`config.mk`:
```
export PLATFORM = sky130hd
export DESIGN_NAME = match_or_inv_lock
export DESIGN_NICKNAME = d
export VERILOG_FILES = /design/src/rtl/match_or_inv_lock.sv
export SDC_FILE = /design/constraint.sdc
export NUM_CORES = 1
export LEC_CHECK = 0
export CAP_MARGIN = 30
export CORE_MARGIN = 8
export CORE_UTILIZATION = 40
export CTS_CLUSTER_SIZE = 14
export DETAILED_ROUTE_END_ITERATION = 12
export PLACE_DENSITY = 0.75
export SYNTH_ARGS = -nofsm -noshare
export SYNTH_HDL_FRONTEND = slang
export SYNTH_SLANG_ARGS = --single-unit
```
`constraint.sdc`:
```
create_clock -name clk -period 2.3 [get_ports clk]
set_input_delay 0.23 -clock clk [delete_from_list [all_inputs] [get_ports clk]]
set_output_delay 0.23 -clock clk [all_outputs]
set_load 0.005 [all_outputs]
```
`src/rtl/match_or_inv_lock.sv`:
```
// rtl/match_or_inv_lock.sv - polarity-aware training-pattern lock detector (optional MATCH_OR_INV_ERR_CNT_EN miss counter)
module match_or_inv_lock #(
  parameter int WIDTH      = 8,
  parameter int LOCK_COUNT = 4,
  parameter int MISS_LIMIT = 2
) (
  input  logic             clk,
  input  logic             rst,
  input  logic             din_valid,
  input  logic [WIDTH-1:0] din,
  input  logic [WIDTH-1:0] pattern,
  output logic             match,
  output logic             inv,
  output logic             locked,
  output logic             polarity,
  output logic [15:0]      err_count
);

  // Thresholds as 8-bit values so counter compares are width-matched.
  localparam logic [7:0] LOCK_CNT8 = 8'(LOCK_COUNT);
  localparam logic [7:0] MISS_LIM8 = 8'(MISS_LIMIT);

  typedef enum logic [1:0] {
    ST_HUNT   = 2'd0,
    ST_VERIFY = 2'd1,
    ST_LOCKED = 2'd2
  } state_t;

  state_t     state, state_n;
  logic       pol, pol_n;
  logic [7:0] hit_cnt, hit_cnt_n;
  logic [7:0] miss_cnt, miss_cnt_n;
  logic       v1;
  logic       eq, eqn;
  logic       hit, hpol, same_hit;

  // Both comparisons are against the quasi-static pattern; they are exclusive.
  assign eq  = (din == pattern);
  assign eqn = (din == ~pattern);

  // Stage 1: register compare results for valid words; hold them across gaps.
  always_ff @(posedge clk) begin
    if (rst) begin
      match <= 1'b0;
      inv   <= 1'b0;
      v1    <= 1'b0;
    end else begin
      v1 <= din_valid;
      if (din_valid) begin
        match <= eq;
        inv   <= eqn;
      end
    end
  end

  assign hit      = match | inv;
  assign hpol     = inv;
  assign same_hit = hit && (hpol == pol);

  // Stage 2 state register: lock FSM with its polarity and run counters.
  always_ff @(posedge clk) begin
    if (rst) begin
      state    <= ST_HUNT;
      pol      <= 1'b0;
      hit_cnt  <= 8'd0;
      miss_cnt <= 8'd0;
    end else begin
      state    <= state_n;
      pol      <= pol_n;
      hit_cnt  <= hit_cnt_n;
      miss_cnt <= miss_cnt_n;
    end
  end

  // Next-state logic: advances only when a compared word is waiting in stage 1.
  always_comb begin
    state_n    = state;
    pol_n      = pol;
    hit_cnt_n  = hit_cnt;
    miss_cnt_n = miss_cnt;
    if (v1) begin
      case (state)
        ST_HUNT: begin
          if (hit) begin
            pol_n     = hpol;
            hit_cnt_n = 8'd1;
            if (LOCK_CNT8 == 8'd1) begin
              state_n    = ST_LOCKED;
              miss_cnt_n = 8'd0;
            end else begin
              state_n = ST_VERIFY;
            end
          end
        end
        ST_VERIFY: begin
          if (same_hit) begin
            hit_cnt_n = hit_cnt + 8'd1;
            if (hit_cnt_n == LOCK_CNT8) begin
              state_n    = ST_LOCKED;
              miss_cnt_n = 8'd0;
            end
          end else if (hit) begin
            // Opposite polarity: start a fresh run in the new polarity.
            pol_n     = hpol;
            hit_cnt_n = 8'd1;
          end else begin
            state_n   = ST_HUNT;
            hit_cnt_n = 8'd0;
          end
        end
        ST_LOCKED: begin
          if (same_hit) begin
            miss_cnt_n = 8'd0;
          end else begin
            miss_cnt_n = miss_cnt + 8'd1;
            if (miss_cnt_n == MISS_LIM8) begin
              state_n    = ST_HUNT;
              hit_cnt_n  = 8'd0;
              miss_cnt_n = 8'd0;
            end
          end
        end
        default: begin
          state_n    = ST_HUNT;
          hit_cnt_n  = 8'd0;
          miss_cnt_n = 8'd0;
        end
      endcase
    end
  end

  assign locked   = (state == ST_LOCKED);
  assign polarity = locked & pol;

`ifdef MATCH_OR_INV_ERR_CNT_EN
  logic        err_inc;
  logic [15:0] err_q;

  // Every miss consumed while locked counts, including the one that drops lock.
  assign err_inc = v1 && (state == ST_LOCKED) && !same_hit;

  // Saturating error counter, cleared only by reset.
  always_ff @(posedge clk) begin
    if (rst) begin
      err_q <= 16'h0000;
    end else if (err_inc && (err_q != 16'hFFFF)) begin
      err_q <= err_q + 16'h0001;
    end
  end

  assign err_count = err_q;
`else
  assign err_count = 16'h0000;
`endif

endmodule
```
==> results of run 1 <==
==> critical path: stages (launching register included) <==
cell     delay [ps]
dfxtp_1         400
ha_1            230
or4b_1          500
nor4_4          220
a31oi_2         240
o31ai_1         310
a21oi_1          90
==> metal layers <==
metal,vias to the layer above,share of wire (%)
li1,801,-
met1,760,46
met2,47,48
met3,4,5.0
met4,0,1.4
met5,-,0
==> final timing paths <==
kind                             from                       end  slack [ps]  depth (start not counted)
max           hit_cnt[0]$_SDFFE_PP0P_  miss_cnt[6]$_SDFFE_PP0P_         210                          6
max reg2reg   hit_cnt[0]$_SDFFE_PP0P_  miss_cnt[6]$_SDFFE_PP0P_         210                          6
min reg2reg  miss_cnt[7]$_SDFFE_PP0P_  miss_cnt[7]$_SDFFE_PP0P_         490                          2
min          miss_cnt[7]$_SDFFE_PP0P_  miss_cnt[7]$_SDFFE_PP0P_         490                          2
==> area by class of cell <==
type | count | area, um^2 | area share [%]
Timing Repair Buffer | 33 | 303 | 15.0
Tap cell | 50 | 62.6 | 3.10
Clock buffer | 4 | 55.1 | 2.73
Sequential cell | 22 | 440 | 21.8
Inverter | 6 | 22.5 | 1.12
Multi-Input combinational cell | 172 | 1140 | 56.3
==> sequential cells by signal, indices dropped and copies added, names as in the netlist <==
register,count
miss_cnt,8
hit_cnt,8
state,2
inv,1
v1,1
pol,1
match,1
==> cell usage after synthesis (all sizes together) (5+ instances only) <==
cell type	instances	area, um^2
nand2b	5	31.3
buf	21	156
nor3	5	25.0
a21oi	14	81.3
o21ai	8	40.0
a31oi	7	43.8
o31ai	6	45.0
inv	6	22.5
clkbuf	7	26.3
nand3b	5	37.5
dfxtp	22	440
or3	6	37.5
nor2	11	41.3
nand2	9	36.3
xor2	8	70.1
nand3	10	50.1
nor2b	9	56.3
==> what timing repair did <==
item	CTS	global route
hold buffers	0	0
setup endpoints to repair	0	7
buffers inserted	0	0
resized for setup	0	2
==> where the power goes <==
part           total, uW  internal, uW  switching [uW]
logic               79.7          42.0            37.7
clock network        289           153             136
registers            382           382           0.770
total                751           577             174
==> cell families (layout without fill, tap and decap cells) <==
| group | after synthesis | after routing |
|---|---|---|
| DFF | 22 | 22 |
| and+or+nand+nor | 83 | 83 |
| xor gates and xnor gates | 9 | 9 |
| AOI/OAI and AO/OA | 58 | 58 |
| buffers and inverters | 34 | 43 |
| muxes | 3 | 3 |
| adders and majority gates | 3 | 3 |
| other | 1 | 16 |
==> metrics by stage <==
| stage | util [%] | std cells | hold WS, ps |
|---|---|---|---|
| after floorplan | - | 228 | 358 |
| after global placement | 48.0 | 283 | 466 |
| after detailed placement | 48.0 | 283 | 483 |
| after CTS | 49.4 | 287 | 494 |
| after global routing | 49.8 | 287 | 509 |
| final | 49.8 | 287 | 493 |
==> out/metrics.csv, run 1 <==
stage,metric,value,unit
synthesis,synth_top_family_by_area,simple AND/OR/NAND/NOR gates,
sta,worstMarginPinSlew,493,ps
sta,setup_viol_count_final,0,
cts,root_buffer,clkbuf_8,
placed_design,place_congestion,0.817,
sta,period_needed,2090,ps
grt,grtUsageMet3,1.77,%
cts,cts_tree,built,
run_status,status,"complete, no violations",
synthesis,seq_area_frac_synth,25.7,%
setup_path,end_kind,flip-flop,
synthesis,ys_seq_elements,22,
grt,grtUsageMet2,19.7,%
cts,htree_levels,1,
synthesis,synthCells,213,
layout,nets,260,
power,p_leak,0.000746,uW
synthesis,synthesis.area,1710,um^2
power,ir_drop,0.234,mV
synthesis,synth_area_per_cell,8.03,um^2
hold_path,hp-class,reg -> reg,
setup_path,critPathKind,reg -> reg,
grt,grt_pass1_vias,1450,
placed_design,post-place-ws,149,ps
synthesis,ys_types,60,
floorplanning,ios,39,
detailed_routing,via_per_inst,5.62,
detailed_routing,drt-total-wl,3.99,mm
synthesis,synth_compound_area_share,24.6,%
layout,design_area,2020,um^2
floorplanning,die_w,81.4,um
grt,grt_usage,12.0,%
sta,tns,0,ps
grt,grt_pass1_wl,6.62,mm
detailed_routing,drtAntennaViolNets,0,
layout,antennaDiodeCount,0,
power,finalPower,751,uW
grt,overflow,0,
synthesis,synth_edf_count,0,
placed_design,place_hpwl,2.96,mm
detailed_routing,firstDrtPassIters,4,
sta,fin_skew,5.45,ps
setup_path,arrival,2250,ps
floorplanning,core,4060,um^2
floorplanning,die-area,6620,um^2
floorplanning,initial_utilization,42.2,%
sta,fmax,0.479,GHz
layout,mostFrequentLayoutCells,"22 x dfxtp_1, 22 x clkdlybuf4s50_1, 16 x conb_1, 13 x a21oi_1",
cts,worstSkewPairLatency,270,ps
placed_design,placed_area,1950,um^2
detailed_routing,drc,0,
cts,cts.sinks,22,
synthesis,synth_xor_area_share,4.61,%
sta,rsz0062_at_grt,false,
detailed_routing,wl_per_cell,13.9,um
placed_design,portBuffers,22,
synthesis,yosysWarnings,0,
cts,cts-buffers-inserted,3,
sta,slew_headroom,66.9,%
setup_path,crit_required,2460,ps
synthesis,synthArstFlopShare,0,%
floorplanning,num_rows,23,
sta,fin_ws,211,ps
synthesis,synthMuxAreaShare,1.90,%
sta,hold_viol,0,
power,power.density,372,nW/um^2
detailed_routing,drt_iter0_drc,101,
layout,num-fill-cells,396,
grt,antenna_found_initial,0,
layout,final_layout_size_suffix_gt1_share,13.5,%
detailed_routing,vias,1612,
floorplanning,die_y,81.4,um
grt,grt_start_max_net_pins,16,
grt,met1_usage,15.2,%
synthesis,synth-main-ff-cell,dfxtp_1,
grt,grt_busiest_layer,met2,
sta,slew_violations,0,
setup_path,cp-start-kind,flip-flop,
cts,clk_pin_slew,80,ps
synthesis,synth_fa_ha_area_share,2.19,%
setup_path,cp_max_fo,8,
layout,area_growth,18.1,%
cts,ctsLongestPathBuffers,2,
sta,finalCritPeriodShare,90.8,%
flow_run,drv_cap,0,
synthesis,synth_simple_gate_area_share,28.7,%
(Power assumes the default switching activity.)
==> run 2, diff against run 1 <==
--- a/config.mk
+++ b/config.mk
@@ -11,6 +11,7 @@
 export CTS_CLUSTER_SIZE = 14
 export DETAILED_ROUTE_END_ITERATION = 12
 export PLACE_DENSITY = 0.75
+export SKIP_LAST_GASP = 1
 export SYNTH_ARGS = -nofsm -noshare
 export SYNTH_HDL_FRONTEND = slang
 export SYNTH_SLANG_ARGS = --single-unit
==> results of run 2 <==
Same layout as run 1: the final DEF is identical, and so are final timing and power.
==> run 3, diff against run 2 <==
--- a/config.mk
+++ b/config.mk
@@ -8,10 +8,13 @@
 export CAP_MARGIN = 30
 export CORE_MARGIN = 8
 export CORE_UTILIZATION = 40
+export CTS_BUF_LIST = sky130_fd_sc_hd__clkbuf_4
 export CTS_CLUSTER_SIZE = 14
 export DETAILED_ROUTE_END_ITERATION = 12
+export GPL_ROUTABILITY_DRIVEN = 0
 export PLACE_DENSITY = 0.75
 export SKIP_LAST_GASP = 1
+export SLEW_MARGIN = 20
 export SYNTH_ARGS = -nofsm -noshare
 export SYNTH_HDL_FRONTEND = slang
 export SYNTH_SLANG_ARGS = --single-unit
==> run 3 against run 2 <==
  * Wire length shrank 0.80%
  * Count of clock-buffer cells in the layout shrank 1
  * Die area is the same
  * Clock skew grew 8.2 ps
  * Sequential power is essentially flat
  * Largest power group unchanged
==> out/metrics.csv, run 3 (same netlist as run 1, synthesis figures left out) <==
stage,metric,value,unit
placed_design,placed_area,1950,um^2
power,p_sw,167,uW
sta,finalCritPeriodShare,90.8,%
power,pwr-share-comb,12.1,%
layout,num-fill-cells,401,
grt,antenna_found_initial,0,
grt,grt_start_max_net_pins,16,
flow_run,drv_cap,0,
layout,mostFrequentLayoutCells,"22 x dfxtp_1, 22 x clkdlybuf4s50_1, 16 x conb_1, 13 x a21oi_1",
power,p_leak,0.000733,uW
power,power.density,329,nW/um^2
power,power.share.clock,29.4,%
layout,register_area,440,um^2
setup_path,arrival,2310,ps
floorplanning,die-area,6620,um^2
layout,antennaDiodeCount,0,
detailed_routing,drt-total-wl,3.95,mm
grt,overflow,0,
sta,fin_skew,13.6,ps
cts,cts-buffers-inserted,3,
detailed_routing,via_per_inst,5.60,
layout,nets,260,
sta,rsz0062_at_grt,false,
floorplanning,die_y,81.4,um
placed_design,place_hpwl,2.96,mm
detailed_routing,firstDrtPassIters,4,
cts,htree_levels,1,
layout,multiInputGateArea,1140,um^2
grt,grt_usage,11.9,%
run_status,status,"complete, no violations",
setup_path,critPathKind,reg -> reg,
setup_path,end_kind,flip-flop,
power,ir_drop,0.191,mV
floorplanning,core,4060,um^2
grt,grt_pass1_wl,6.67,mm
cts,post_cts.repair.setup_buffers,0,
cts,cts_tree,built,
floorplanning,die_w,81.4,um
power,pwr-share-seq,58.5,%
detailed_routing,vias,1608,
floorplanning,ios,39,
detailed_routing,wl_per_cell,13.8,um
layout,design_area,1990,um^2
power,swShare,25.5,%
placed_design,post-place-ws,149,ps
layout,top_regs,"hit_cnt (8), miss_cnt (8), state (2)",
cts,clk_pin_slew,140,ps
cts,cts.sinks,22,
sta,period_needed,2090,ps
detailed_routing,drc,0,
setup_path,cp-start-kind,flip-flop,
grt,grt_pass1_vias,1460,
floorplanning,initial_utilization,42.2,%
sta,hold_viol,0,
layout,area_growth,16.4,%
cts,worstSkewPairLatency,320,ps
power,finalPower,655,uW
floorplanning,num_rows,23,
layout,final_layout_size_suffix_gt1_share,13.1,%
sta,fin_ws,210,ps
sta,setup_viol_count_final,0,
cts,root_buffer,clkbuf_4,
sta,slew_violations,0,
detailed_routing,drtAntennaViolNets,0,
sta,fmax,0.479,GHz
hold_path,hp-class,reg -> reg,
placed_design,portBuffers,22,
sta,tns,0,ps
setup_path,crit_required,2520,ps
power,internal_power,488,uW
setup_path,cp_max_fo,8,
detailed_routing,drt_iter0_drc,75,
cts,ctsLongestPathBuffers,2,
[run 3: cell type report]
class                           instances  share of cell area, %
Multi-Input combinational cell        172                   57.1
Clock inverter                          1                  0.189
Tap cell                               50                   3.14
Clock buffer                            3                   1.13
Inverter                                6                   1.13
Timing Repair Buffer                   33                   15.2
Sequential cell                        22                   22.1
[run 3: power by group through the flow]
stage | clock network [uW] | registers, uW | logic [uW]
after floorplan | 0 | 391 | 56.1
after global routing | 206 | 383 | 88.2
after detailed placement | 0 | 391 | 78.5
after CTS | 192 | 383 | 78.6
final | 192 | 383 | 79.4
after global placement | 0 | 391 | 77.5
[run 3: critical path: stages, from the launching register on]
cell	delay [ps]
dfxtp_1	420
ha_1	230
or4b_1	500
nor4_4	220
a31oi_2	230
o31ai_1	310
a21oi_1	90
[run 3: routing by layer]
metal	up-vias	global-route usage, %	wire, um
met3	2	1.77	259
met5	-	0	0
li1	804	-	-
met4	0	3.21	34
met2	58	19.7	1890
met1	744	15.5	1770
[run 3: stage by stage]
| stage | hold slack, ps | cells | util, % |
|---|---|---|---|
| floorplan | 358 | 228 | - |
| global placement | 466 | 283 | 48.0 |
| detailed placement | 483 | 283 | 48.0 |
| CTS | 501 | 287 | 48.7 |
| global route | 516 | 287 | 49.1 |
| finish | 497 | 287 | 49.1 |
[run 3: final timing paths]
path / start / endpoint / slack [ps] / cells past startpoint
max: hit_cnt[0]$_SDFFE_PP0P_ / miss_cnt[6]$_SDFFE_PP0P_ / 210 / 6
min: miss_cnt[7]$_SDFFE_PP0P_ / miss_cnt[7]$_SDFFE_PP0P_ / 500 / 2
max reg2reg: hit_cnt[0]$_SDFFE_PP0P_ / miss_cnt[6]$_SDFFE_PP0P_ / 210 / 6
min reg2reg: miss_cnt[7]$_SDFFE_PP0P_ / miss_cnt[7]$_SDFFE_PP0P_ / 500 / 2
[run 3: timing repair]
action                     4_1_cts  5_1_grt
setup endpoints to repair        0        7
hold buffers                     0        0
gates resized for setup          0        2
